**src/rtl/btn_conditioner.sv**
```systemverilog
// N-channel button front end: 2-FF sync, debounce FSM, press/release/long pulses, hold timer.
// Optional auto-repeat of o_press after o_long when BTN_COND_AUTOREPEAT_EN is defined.
module btn_conditioner #(
    parameter int N_BTN        = 1,
    parameter int ACTIVE_LOW   = 1,
    parameter int DEB_CYCLES   = 500000,
    parameter int TICK_DIV     = 1000000,
    parameter int HOLD_W       = 8,
    parameter int LONG_TICKS   = 50,
    parameter int REPEAT_TICKS = 10
) (
    input  logic                      clk,
    input  logic                      rst,
    input  logic [N_BTN-1:0]          i_btn,
    output logic [N_BTN-1:0]          o_level,
    output logic [N_BTN-1:0]          o_press,
    output logic [N_BTN-1:0]          o_release,
    output logic [N_BTN-1:0]          o_long,
    output logic [N_BTN*HOLD_W-1:0]   o_hold_cnt,
    output logic [N_BTN*HOLD_W-1:0]   o_hold_len
);

    localparam int DW = (DEB_CYCLES > 2) ? $clog2(DEB_CYCLES) : 1;
    localparam int PW = (TICK_DIV > 1) ? $clog2(TICK_DIV) : 1;
    localparam logic [DW-1:0]     DEB_LAST = DW'(DEB_CYCLES - 2);
    localparam logic [PW-1:0]     PRE_LAST = PW'(TICK_DIV - 1);
    localparam logic [HOLD_W-1:0] LONG_M1  = HOLD_W'(LONG_TICKS - 1);
    localparam logic [N_BTN-1:0]  NORM     = (ACTIVE_LOW != 0) ? '1 : '0;

    if (DEB_CYCLES < 2 || TICK_DIV < 1 || REPEAT_TICKS < 1) begin : g_bad_param
        $error("btn_conditioner: invalid parameter value");
    end

    typedef enum logic [1:0] {REL, ARM, HELD, DISARM} state_t;

    logic [N_BTN-1:0]  sync1_q, sync_q;
    logic [PW-1:0]     pre_q;
    logic              tick;
    state_t            state_q [N_BTN];
    logic [DW-1:0]     deb_q   [N_BTN];
    logic [HOLD_W-1:0] hold_q  [N_BTN];
    logic [HOLD_W-1:0] len_q   [N_BTN];
    logic [N_BTN-1:0]  level_q, press_q, release_q, long_q;
    logic [N_BTN-1:0]  press_d, release_d, hold_inc, long_d;

`ifdef BTN_COND_AUTOREPEAT_EN
    localparam int RW = (REPEAT_TICKS > 1) ? $clog2(REPEAT_TICKS + 1) : 1;
    localparam logic [RW-1:0] REP_LAST = RW'(REPEAT_TICKS - 1);
    logic [RW-1:0]    rep_q [N_BTN];
    logic [N_BTN-1:0] rep_on_q, rpt_step, rpt_d;
`endif

    always_comb begin
        tick = (pre_q == PRE_LAST);
        press_d    = '0;
        release_d  = '0;
        hold_inc   = '0;
        long_d     = '0;
        o_hold_cnt = '0;
        o_hold_len = '0;
`ifdef BTN_COND_AUTOREPEAT_EN
        rpt_step = '0;
        rpt_d    = '0;
`endif
        for (int unsigned k = 0; k < N_BTN; k++) begin
            press_d[k]   = (state_q[k] == ARM) && sync_q[k] && (deb_q[k] == DEB_LAST);
            release_d[k] = (state_q[k] == DISARM) && !sync_q[k] && (deb_q[k] == DEB_LAST);
            // The hold timer freezes on the release edge so o_hold_len equals the final o_hold_cnt.
            hold_inc[k]  = tick && (hold_q[k] != '1) &&
                           ((state_q[k] == HELD) || ((state_q[k] == DISARM) && !release_d[k]));
            long_d[k]    = hold_inc[k] && (hold_q[k] == LONG_M1);
`ifdef BTN_COND_AUTOREPEAT_EN
            rpt_step[k]  = rep_on_q[k] && tick && (state_q[k] == HELD) && sync_q[k] && !long_d[k];
            rpt_d[k]     = rpt_step[k] && (rep_q[k] == REP_LAST);
`endif
            o_hold_cnt[k*HOLD_W +: HOLD_W] = hold_q[k];
            o_hold_len[k*HOLD_W +: HOLD_W] = len_q[k];
        end
    end

    always_ff @(posedge clk or posedge rst) begin
        if (rst) begin
            sync1_q <= '0;
            sync_q  <= '0;
            pre_q   <= '0;
        end else begin
            sync1_q <= i_btn ^ NORM;
            sync_q  <= sync1_q;
            pre_q   <= tick ? '0 : pre_q + 1'b1;
        end
    end

    always_ff @(posedge clk or posedge rst) begin
        if (rst) begin
            level_q   <= '0;
            press_q   <= '0;
            release_q <= '0;
            long_q    <= '0;
            for (int unsigned k = 0; k < N_BTN; k++) begin
                state_q[k] <= REL;
                deb_q[k]   <= '0;
                hold_q[k]  <= '0;
                len_q[k]   <= '0;
`ifdef BTN_COND_AUTOREPEAT_EN
                rep_q[k]    <= '0;
                rep_on_q[k] <= 1'b0;
`endif
            end
        end else begin
`ifdef BTN_COND_AUTOREPEAT_EN
            press_q <= press_d | rpt_d;
`else
            press_q <= press_d;
`endif
            release_q <= release_d;
            long_q    <= long_d;
            for (int unsigned k = 0; k < N_BTN; k++) begin
                case (state_q[k])
                    REL: begin
                        deb_q[k] <= '0;
                        if (sync_q[k]) state_q[k] <= ARM;
                    end
                    ARM: begin
                        if (!sync_q[k]) begin
                            state_q[k] <= REL;
                            deb_q[k]   <= '0;
                        end else if (press_d[k]) begin
                            state_q[k] <= HELD;
                            deb_q[k]   <= '0;
                            level_q[k] <= 1'b1;
                        end else begin
                            deb_q[k] <= deb_q[k] + 1'b1;
                        end
                    end
                    HELD: begin
                        deb_q[k] <= '0;
                        if (!sync_q[k]) state_q[k] <= DISARM;
                    end
                    DISARM: begin
                        if (sync_q[k]) begin
                            state_q[k] <= HELD;
                            deb_q[k]   <= '0;
                        end else if (release_d[k]) begin
                            state_q[k] <= REL;
                            deb_q[k]   <= '0;
                            level_q[k] <= 1'b0;
                            len_q[k]   <= hold_q[k];
                        end else begin
                            deb_q[k] <= deb_q[k] + 1'b1;
                        end
                    end
                    default: begin
                        state_q[k] <= REL;
                        deb_q[k]   <= '0;
                    end
                endcase

                if (press_d[k])       hold_q[k] <= '0;
                else if (hold_inc[k]) hold_q[k] <= hold_q[k] + 1'b1;

`ifdef BTN_COND_AUTOREPEAT_EN
                if (press_d[k]) begin
                    rep_on_q[k] <= 1'b0;
                    rep_q[k]    <= '0;
                end else if (long_d[k]) begin
                    rep_on_q[k] <= 1'b1;
                    rep_q[k]    <= '0;
                end else if (rpt_step[k]) begin
                    rep_q[k] <= rpt_d[k] ? '0 : rep_q[k] + 1'b1;
                end
`endif
            end
        end
    end

    assign o_level   = level_q;
    assign o_press   = press_q;
    assign o_release = release_q;
    assign o_long    = long_q;

endmodule

```
**config.mk**
```make
export PLATFORM = sky130hd
export DESIGN_NAME = btn_conditioner
export DESIGN_NICKNAME = d
export VERILOG_FILES = /design/src/rtl/btn_conditioner.sv
export SDC_FILE = /design/constraint.sdc
export NUM_CORES = 1
export LEC_CHECK = 0
export BUFFER_PORTS_ARGS = -buffer_cell sky130_fd_sc_hd__clkbuf_2
export CORE_MARGIN = 4
export CORE_UTILIZATION = 50
export CTS_CLUSTER_SIZE = 12
export DETAILED_ROUTE_END_ITERATION = 6
export HOLD_SLACK_MARGIN = 0.12
export PLACE_DENSITY = 0.69
export SKIP_CTS_REPAIR_TIMING = 1
export SLEW_MARGIN = 20
export SYNTH_ARGS = -nofsm -noshare
export SYNTH_HDL_FRONTEND = slang
export SYNTH_SLANG_ARGS = --single-unit
```
**constraint.sdc**
```tcl
create_clock -name clk -period 2.2 [get_ports clk]
set_input_delay 0.22 -clock clk [delete_from_list [all_inputs] [get_ports clk]]
set_output_delay 0.22 -clock clk [all_outputs]
set_load 0.02 [all_outputs]
```
==> results of run 1 <==
-- worst max-delay path by stage --
stage	to	cells after the start	startpoint
global placement	deb_q[4]	7	deb_q[0]
floorplan	o_hold_cnt[4]	6	o_hold_cnt[0]
CTS	deb_q[11]	7	deb_q[0]
finish	deb_q[15]	7	deb_q[0]
global route	o_hold_cnt[5]	5	pre_q[12]
detailed placement	deb_q[6]	7	deb_q[0]
-- routing by layer --
metal,GRT usage (%),vias to the layer above,part of all wire (%)
li1,-,1071,-
met1,20.6,1073,43
met5,0,-,0
met2,30.2,36,52
met3,7.18,5,4.3
met4,5.32,0,1.1
-- Yosys cell counts --
library cell | count | area, sq um
a21oi_1 | 7 | 35.0
a311o_1 | 1 | 10.0
and2_1 | 4 | 25.0
and3_1 | 6 | 37.5
and4_1 | 4 | 35.0
buf_4 | 1 | 7.51
buf_6 | 2 | 22.5
clkbuf_1 | 1 | 3.75
dfrtp_1 | 63 | 1580
ha_1 | 5 | 62.6
inv_1 | 8 | 30.0
mux2_2 | 8 | 90.1
nand2_1 | 24 | 90.1
nand2b_1 | 1 | 6.26
nand3_1 | 17 | 85.1
nand3_2 | 1 | 10.0
nand4_1 | 11 | 68.8
nand4_2 | 1 | 12.5
nand4bb_1 | 1 | 11.3
nor2_1 | 39 | 146
nor2b_1 | 4 | 25.0
nor3_1 | 6 | 30.0
nor4_1 | 3 | 18.8
nor4_2 | 2 | 25.0
nor4_4 | 1 | 21.3
nor4b_1 | 2 | 17.5
nor4b_2 | 1 | 15.0
nor4bb_1 | 1 | 10.0
o2111ai_1 | 1 | 8.76
o211ai_2 | 1 | 12.5
o21a_1 | 1 | 7.51
o21ai_0 | 7 | 35.0
or2_1 | 1 | 6.26
or3_1 | 7 | 43.8
or4b_1 | 1 | 10.0
or4b_2 | 1 | 10.0
or4bb_1 | 1 | 11.3
xnor2_1 | 18 | 158
xor2_1 | 17 | 149
-- flip-flops by register name, indices dropped and copies added (netlist names), named ones only --
name,cells
deb_q,19
sync1_q,1
o_hold_len,8
o_long,1
o_level,1
o_release,1
o_hold_cnt,8
o_press,1
sync_q,1
state_q,1
pre_q,20
-- area by class of cell --
type | instances | area [sq um] | share of cell area (%)
repair buffers | 37 | 240 | 6.82
flip-flops and latches | 63 | 1580 | 44.8
clock inverters | 3 | 40.0 | 1.14
clock buffers | 13 | 169 | 4.80
inverters | 8 | 30.0 | 0.853
multi-input cells | 207 | 1380 | 39.1
well taps | 72 | 90.1 | 2.56
-- cells by family (layout without fill, tap and decap cells) --
| kind of cell | Yosys count | count (layout) | synth area share [%] |
|---|---|---|---|
| and+or+nand+nor | 140 | 140 | 25.9 |
| DFF | 63 | 63 | 52.9 |
| xor gates and xnor gates | 35 | 35 | 10.3 |
| AOI/OAI and AO/OA | 18 | 19 | 3.65 |
| buffers and inverters | 12 | 61 | 2.14 |
| muxes | 8 | 8 | 3.02 |
| adders and majority gates | 5 | 5 | 2.10 |
-- metrics by stage --
stage          area, sq um  hold WS (ns)  std cells
2_1_floorplan         2980         0.279        281
3_3_place_gp          3260         0.286        384
3_5_place_dp          3260         0.287        384
4_1_cts               3470       -0.0821        400
5_1_grt               3520         0.379        403
6_report              3520         0.352        403
-- critical path: cells and delay by family, from the launching register on --
kind / cells / cell delay [ns]
flip-flops: 1 / 0.42
AO/OA/AOI/OAI: 1 / 0.23
buffers and inverters: 1 / 0.07
AND/OR/NAND/NOR: 4 / 1.06
adder cells (fa/ha/maj): 1 / 0.15
-- report_power, final --
part / switching [mW] / internal [mW] / total (mW) / leakage [nW]
sequential: 0.00573 / 1.16 / 1.17 / 0.858
clock: 0.419 / 0.612 / 1.03 / 0.109
combinational: 0.0341 / 0.0130 / 0.0470 / 0.620
total: 0.459 / 1.79 / 2.25 / 1.59
==> results.tsv, run 1 <==
stage	metric	value	unit
grt	first_global_vias	2188	
logic_synthesis	syn-instance-count	281	
timing	finClkSkew	0.00737	ns
final_layout	antenna_cells	0	
route	drt-initial-drc-count	87	
logic_synthesis	synth.distinct_cells	39	
die	die_h	85.2	microns
critical_path	worst_ep_required_time	2.41	ns
logic_synthesis	synth.yosys.seq_area_share	52.9	%
place	portBuffers	22	
logic_synthesis	syn_area	2980	sq um
grt	grt_pass1_wl	10.1	mm
logic_synthesis	synth_seq_cells	63	
critical_path	slowest_delay	0.45	ns
clock_network	cts_tree	yes	
timing	finalSetupViolations	0	
clock_network	root_buffer	clkbuf_8	
critical_path	crit_chain	inv_1 -> ha_1 -> or4b_1 -> nor4_2 -> nand2_2 -> o211ai_2 -> nor2_1	
final_layout	fillerInstances	486	
job	cap_violations	0	
die	die_area	7260	sq um
timing	fin_tns_setup	0	ns
logic_synthesis	synth_nets	289	
timing	worst_slew_pin_slew	0.597	ns
critical_path	cp_slowest_cell	or4b_1	
timing	slew_headroom	60.1	%
route	dr.pass1.iters	4	
logic_synthesis	synth_area_per_cell	10.6	sq um
clock_network	clock_path_buffers	2	
die	die_w	85.2	microns
status	status	finished, final reports clean	
critical_path	r2r-end	deb_q[15]	
final_layout	nets	334	
critical_path	r2r_start	deb_q[0]	
worst_hold_path	whs_path_depth	0	
timing	min_period_over_period	93.1	%
die	ios	23	
timing	hold_violations	0	
worst_hold_path	min_from	sync1_q	
place	dp_slack	0.0681	ns
critical_path	start_kind	flip-flop	
critical_path	setup.worst_path.class	reg -> reg	
grt	antenna_found_initial	0	
die	rows	27	
timing	setup_slack	0.152	ns
die	fp.coreArea	5640	sq um
clock_network	path_clk_slew	0.07	ns
die	start_util	52.8	%
clock_network	clock_latency	0.34	ns
critical_path	crit_path_end_kind	flip-flop	
pwr	p_leak	1.59	nW
timing	slew_viol_final	0	
worst_hold_path	hold-path-endpoint	sync_q	
grt	gr-total-overflow	0	
route	wl	5.76	mm
critical_path	rrSetupSlack	0.15	ns
clock_network	htree_levels	3	
pwr	p_per_area	638	nW/um^2
grt	grt_max_degree	39	
final_layout	syn2layout_area_growth	18.2	%
route	post_drt_wl_per_cell	14.3	microns
timing	fmax	488	MHz
final_layout	mostFrequentLayoutCells	dfrtp_1 (63), nor2_1 (39), nand2_1 (23), clkbuf_2 (22), xnor2_1 (18)	
place	post-dp-hpwl	3.92	mm
critical_path	critPathArrivalTime	2.26	ns
route	vias_per_cell	5.42	
timing	rsz0062_at_grt	false	
critical_path	path_max_fanout	9	
route	drc	0	
final_layout	fin_util	62.4	%
worst_hold_path	min_path_type	reg -> reg	
route	route.vias.total	2185	
place	gp_congestion	0.803	
timing	timing.final.crit_period	2.05	ns
pwr	power.total	2.25	mW
final_layout	drive_gt1_share	21.5	%
final_layout	final_common_cell	dfrtp_1	
pwr	ir_worst_vdd	467	uV
clock_network	numClockSinks	63	
clock_network	cts_buffers	9	
grt	grt_use_total	17.8	%
logic_synthesis	yosys_warnings	0	
critical_path	ff2ff_path_depth	7	
route	ant_nets	0	
No activity file was read; power rests on OpenSTA's default activity.
==> run 2: changes to the inputs <==
--- a/config.mk
+++ b/config.mk
@@ -5,6 +5,7 @@
 export SDC_FILE = /design/constraint.sdc
 export NUM_CORES = 1
 export LEC_CHECK = 0
+export ABC_AREA = 1
 export BUFFER_PORTS_ARGS = -buffer_cell sky130_fd_sc_hd__clkbuf_2
 export CORE_MARGIN = 4
 export CORE_UTILIZATION = 50
==> run 2 against run 1 <==
Register-to-register slack improved by 0.27 ns. Sequential power hardly changed. Fmax grew 15%. Sequential share of layout area decreased by 5.4 points. Combinational power up 3%. Cell count up 43%.
==> results.tsv, run 2 <==
stage	metric	value	unit
worst_hold_path	whs_path_depth	0	
logic_synthesis	synth_nets	451	
timing	min_period_over_period	80.8	%
final_layout	nets	482	
logic_synthesis	synthArstFlopShare	100	%
route	vias_per_cell	5.10	
route	wl	7.36	mm
logic_synthesis	synth.yosys.seq_area_share	44.6	%
timing	rsz0062_at_grt	false	
pwr	ir_worst_vdd	423	uV
die	die_area	8470	sq um
critical_path	r2r_start	deb_q[0]	
clock_network	root_buffer	clkbuf_8	
status	status	finished, final reports clean	
logic_synthesis	synthTopCellsByCount	nand2_1 (92), nor2_1 (77), dfrtp_1 (63), inv_1 (62), nand3_1 (39)	
critical_path	slowest_delay	0.44	ns
worst_hold_path	min_path_type	reg -> reg	
clock_network	numClockSinks	63	
clock_network	clock_latency	0.34	ns
logic_synthesis	synth_top_area_share	44.6	%
clock_network	clock_path_buffers	2	
grt	grt_util_met3	3.36	%
die	ios	23	
timing	fin_tns_setup	0	ns
die	start_util	51.7	%
final_layout	drive_gt1_share	15.4	%
timing	worst_slew_pin_slew	0.539	ns
logic_synthesis	yosys.cell_count.top_type	nand2_1	
route	dr.pass1.iters	5	
route	post_drt_wl_per_cell	12.8	microns
logic_synthesis	ys_top_cells_by_area	dfrtp_1 (45%), nand2_1 (9.8%), nor2_1 (8.2%)	
final_layout	mostFrequentLayoutCells	nand2_1 (92), nor2_1 (77), dfrtp_1 (63), inv_1 (61), nand3_1 (39)	
grt	met1_usage	25.4	%
clock_network	path_clk_slew	0.08	ns
place	portBuffers	22	
timing	hold_violations	0	
final_layout	largest_register	pre_q	
logic_synthesis	synth.distinct_cells	34	
pwr	p_per_area	614	nW/um^2
clock_network	htree_levels	3	
critical_path	r2r-end	o_hold_len[6]	
grt	grt_use_met2	28.6	%
grt	grt_pass1_wl	12.6	mm
critical_path	setup.worst_path.class	reg -> reg	
critical_path	startpoint	deb_q[0]	
critical_path	cp_slowest_cell	dfrtp_1	
grt	antenna_found_initial	0	
logic_synthesis	yosys_warnings	0	
logic_synthesis	synth-main-ff-cell	dfrtp_1	
timing	slew_headroom	63.8	%
grt	gr-total-overflow	0	
timing	fmax	562	MHz
critical_path	start_kind	flip-flop	
final_layout	syn2layout_area_growth	13.5	%
timing	timing.final.crit_period	1.78	ns
grt	grt_max_degree	64	
pwr	p_leak	1.95	nW
die	fp.coreArea	6830	sq um
timing	finalSetupViolations	0	
final_layout	largest_reg_flops	20	
logic_synthesis	synth_area_per_cell	7.97	sq um
logic_synthesis	syn-instance-count	443	
route	drt-initial-drc-count	180	
clock_network	cts_buffers	9	
die	rows	30	
critical_path	ff2ff_path_depth	8	
critical_path	critPathArrivalTime	2.06	ns
critical_path	crit_path_end_kind	flip-flop	
die	die_h	92.1	microns
final_layout	final_common_cell	nand2_1	
logic_synthesis	synth_top_cell_by_area	dfrtp_1	
grt	first_global_vias	2743	
grt	busiest_layer	met2	
final_layout	antenna_cells	0	
timing	finClkSkew	0.00807	ns
critical_path	path_max_fanout	15	
place	post-dp-hpwl	5.26	mm
logic_synthesis	synth_edf_count	0	
timing	hold_ws	0.360	ns
route	drc	0	
logic_synthesis	syn_area	3530	sq um
logic_synthesis	synth_seq_cells	63	
die	die_w	92.1	microns
clock_network	cts_tree	yes	
final_layout	reg.largest.list	pre_q (20), deb_q (19)	
timing	slew_viol_final	0	
route	ant_nets	0	
job	cap_violations	0	
grt	grt_use_total	18.6	%
critical_path	crit_end	o_hold_len[6]	
critical_path	worst_ep_required_time	2.48	ns
route	route.vias.total	2931	
critical_path	crit_chain	inv_1 -> ha_1 -> nand3_2 -> nor3_4 -> nand3_2 -> inv_1 -> nand2_1 -> nand2_1	
critical_path	rrSetupSlack	0.42	ns
place	gp_congestion	0.923	
## run 2: changes by cell type after synthesis, sizes merged, moves of 5 or more
cell,change
nand3,+25
nand2,+75
xor2,+5
mux2,-8
nor4,-5
or3,-7
xnor2,-15
inv,+55
nor3,+15
and3,-6
a21oi,-5
nor2,+46
## run 2: where the power goes
part | switching, mW | internal [mW]
sequential | 0.00412 | 1.16
clock | 0.492 | 0.756
combinational | 0.0360 | 0.0123
total | 0.532 | 1.93
## run 2: metal layers
metal | routed length, microns | up-vias
met4 | 138 | 0
li1 | - | 1465
met2 | 3380 | 79
met5 | 0 | -
met1 | 3530 | 1375
met3 | 316 | 12
## run 2: layout make-up
| class | count | area (sq um) |
|---|---|---|
| inverter | 64 | 241 |
| clock buffer | 9 | 124 |
| tap | 96 | 120 |
| multi-input combinational | 311 | 1680 |
| sequential | 63 | 1580 |
| timing repair buffer | 25 | 150 |
| fill | 620 | 2820 |
| clock inverter | 7 | 120 |
## run 2: worst min-delay path by stage
stage             from  endpoint  slack, ns
5_1_grt        sync1_q    sync_q       0.38
3_5_place_dp       rst  deb_q[7]       0.30
2_1_floorplan    i_btn   sync1_q       0.28
6_report       sync1_q    sync_q       0.36
4_1_cts            rst  deb_q[7]      -0.08
3_3_place_gp       rst  pre_q[2]       0.29
## run 2: cell families after synthesis
family	Yosys count	synth area share (%)
xor+xnor	25	6.20
buf+inv	69	7.90
fa+ha+maj	5	1.77
simple gates	267	36.8
compound gates	14	2.73
flops	63	44.6
## run 2: metrics by stage
step | cells | power, mW | cell area, sq um | setup slack [ns] | util [%]
after floorplan | 443 | 1.22 | 3530 | 0.410 | -
after global placement | 557 | 1.24 | 3740 | 0.479 | 54.8
after detailed placement | 557 | 1.24 | 3740 | 0.420 | 54.8
after CTS | 573 | 2.48 | 3990 | 0.399 | 58.4
after global routing | 575 | 2.56 | 4010 | 0.262 | 58.7
final | 575 | 2.46 | 4010 | 0.422 | 58.7
## run 2: critical path: cells and delay by family, from the launching register on
kind | cells | cell delay, ns
AND/OR/NAND/NOR | 5 | 0.77
flip-flops | 1 | 0.44
buffers and inverters | 2 | 0.29
adder cells (fa/ha/maj) | 1 | 0.20
==> run 3: changes to the inputs <==
==> constraint.sdc (replaced) <==
create_clock -name clk -period 1.8 [get_ports clk]
set_input_delay 0.18 -clock clk [delete_from_list [all_inputs] [get_ports clk]]
set_output_delay 0.18 -clock clk [all_outputs]
set_load 0.02 [all_outputs]
==> run 3 against run 2 <==
Worst hold slack got worse by 0.011 ns. Sequential share of layout area hardly changed. Global-route usage fell by 0.18 points. Critical endpoint is now o_hold_cnt[2]. Routed wire length fell by 2.3%. Combinational power up 27%. Design area about the same. Setup slack got worse by 0.28 ns. Largest power group is now sequential cells.
==> results.tsv, run 3 (synthesis gave the netlist of run 2 again) <==
stage	metric	value	unit
critical_path	crit_family	simple AND/OR/NAND/NOR gates	
worst_hold_path	whs_path_depth	0	
pwr	p_leak	1.95	nW
route	wl_met1	3.38	mm
critical_path	setup.worst_path.class	reg -> reg	
pwr	p_comb_share	2.1	%
final_layout	stdcell_count	577	
pwr	p_per_area	717	nW/um^2
worst_hold_path	hold-path-endpoint	sync_q	
route	dr_wl_met3	298	microns
clock_network	numClockSinks	63	
timing	setup_slack	0.138	ns
clock_network	root_buffer	clkbuf_8	
critical_path	cp_slowest_cell	dfrtp_1	
final_layout	design_area	4010	sq um
grt	antenna_found_initial	0	
final_layout	syn2layout_area_growth	13.4	%
pwr	swShare	20.2	%
worst_hold_path	min_from	sync1_q	
timing	slew_viol_final	0	
route	ant_nets	0	
route	route.vias.total	2908	
critical_path	slowest_delay	0.44	ns
final_layout	final_common_cell	nand2_1	
final_layout	multi_input_area	1680	sq um
pwr	p_clk_share	48.3	%
route	topRoutingLayerUsed	met4	
place	portBuffers	22	
die	rows	30	
clock_network	clock_latency	0.34	ns
critical_path	critPathArrivalTime	1.93	ns
clock_network	cts_buffers	9	
pwr	p_switching	0.580	mW
place	dp_slack	0.148	ns
worst_hold_path	min_path_type	reg -> reg	
die	ios	23	
critical_path	r2r_start	o_hold_cnt[0]	
route	drt-initial-drc-count	152	
timing	finClkSkew	0.00920	ns
clock_network	htree_levels	3	
final_layout	seq_area	1580	sq um
place	placed_area	3760	sq um
final_layout	antenna_cells	0	
critical_path	ff2ff_path_depth	8	
pwr	p_int	2.29	mW
critical_path	rrSetupSlack	0.14	ns
place	post-dp-hpwl	5.21	mm
grt	first_global_vias	2743	
job	cap_violations	0	
timing	rsz0062_at_grt	false	
clock_network	path_clk_slew	0.06	ns
final_layout	reg.largest.list	pre_q (20), deb_q (19)	
place	gp_congestion	0.986	
critical_path	path_max_fanout	8	
route	met2_wirelength	3.36	mm
critical_path	crit_path_end_kind	flip-flop	
timing	slew_headroom	63.6	%
die	die_area	8470	sq um
timing	finalSetupViolations	0	
route	drc	0	
final_layout	mostFrequentLayoutCells	nand2_1 (92), nor2_1 (77), dfrtp_1 (63), inv_1 (61), nand3_1 (39)	
die	fp.coreArea	6830	sq um
timing	fin_tns_setup	0	ns
grt	grt_pass1_wl	12.5	mm
status	status	finished, final reports clean	
timing	min_period_over_period	92.3	%
pwr	p_seq_share	49.6	%
grt	gr-total-overflow	0	
clock_network	cts_tree	yes	
critical_path	r2r-end	o_hold_cnt[2]	
critical_path	critPathBufInv	1	
final_layout	largest_register	pre_q	
route	post_drt_wl_per_cell	12.5	microns
route	dr.pass1.iters	5	
grt	grt_use_total	18.4	%
grt	grt_max_degree	64	
timing	worst_slew_pin_slew	0.541	ns
final_layout	nets	484	
die	die_w	92.1	microns
route	wl	7.19	mm
critical_path	worst_ep_required_time	2.07	ns
place	place_inst	559	
timing	fmax	602	MHz
timing	hold_violations	0	
critical_path	crit_chain	ha_1 -> nand3_1 -> inv_1 -> nand2_1 -> nand4_2 -> nor2_4 -> nand3_1 -> nand2_1	
clock_network	clock_path_buffers	2	
timing	hold_ws	0.349	ns
die	die_h	92.1	microns
timing	timing.final.crit_period	1.66	ns
final_layout	drive_gt1_share	15.6	%
final_layout	largest_reg_flops	20	
die	start_util	51.7	%
pwr	ir_worst_vdd	412	uV
critical_path	start_kind	flip-flop	
final_layout	fillerInstances	648	
route	vias_per_cell	5.04	
run 3: layout make-up:
| type | instances | share of cell area (%) |
|---|---|---|
| Timing Repair Buffer | 27 | 4.12 |
| Tap cell | 96 | 3.00 |
| Inverter | 64 | 6.03 |
| Clock buffer | 13 | 3.97 |
| Clock inverter | 3 | 1.62 |
| Multi-Input combinational cell | 311 | 41.9 |
| Sequential cell | 63 | 39.4 |
run 3: worst max-delay path by stage:
stage                   from                         end  slack (ns)  cells after the start
3_5_place_dp        pre_q[0]               o_hold_cnt[3]        0.15                     10
5_1_grt             deb_q[0]               o_hold_cnt[1]       0.009                      7
2_1_floorplan            rst  asynchronous set/reset pin        0.05                      1
6_report       o_hold_cnt[0]               o_hold_cnt[2]        0.14                      8
4_1_cts        o_hold_cnt[0]               o_hold_cnt[1]        0.13                      9
3_3_place_gp        pre_q[0]               o_hold_cnt[7]        0.19                     10
run 3: power by group through the flow:
stage	clock (mW)	sequential, mW	combinational, mW
after detailed placement	0	1.45	0.0611
after floorplan	0	1.45	0.0405
after CTS	1.42	1.42	0.0613
after global placement	0	1.45	0.0606
final	1.39	1.43	0.0611
after global routing	1.48	1.43	0.0719
run 3: routing by layer:
layer | GRT usage, % | vias up
li1 | - | 1456
met1 | 24.9 | 1363
met2 | 28.7 | 73
met3 | 3.04 | 16
met4 | 8.66 | 0
met5 | 0 | -
run 3: through the flow:
stage / total power [mW] / utilization [%]
finish: 2.87 / 58.6
CTS: 2.90 / 58.3
floorplan: 1.49 / -
global placement: 1.51 / 55.0
detailed placement: 1.51 / 55.0
global route: 2.97 / 58.6
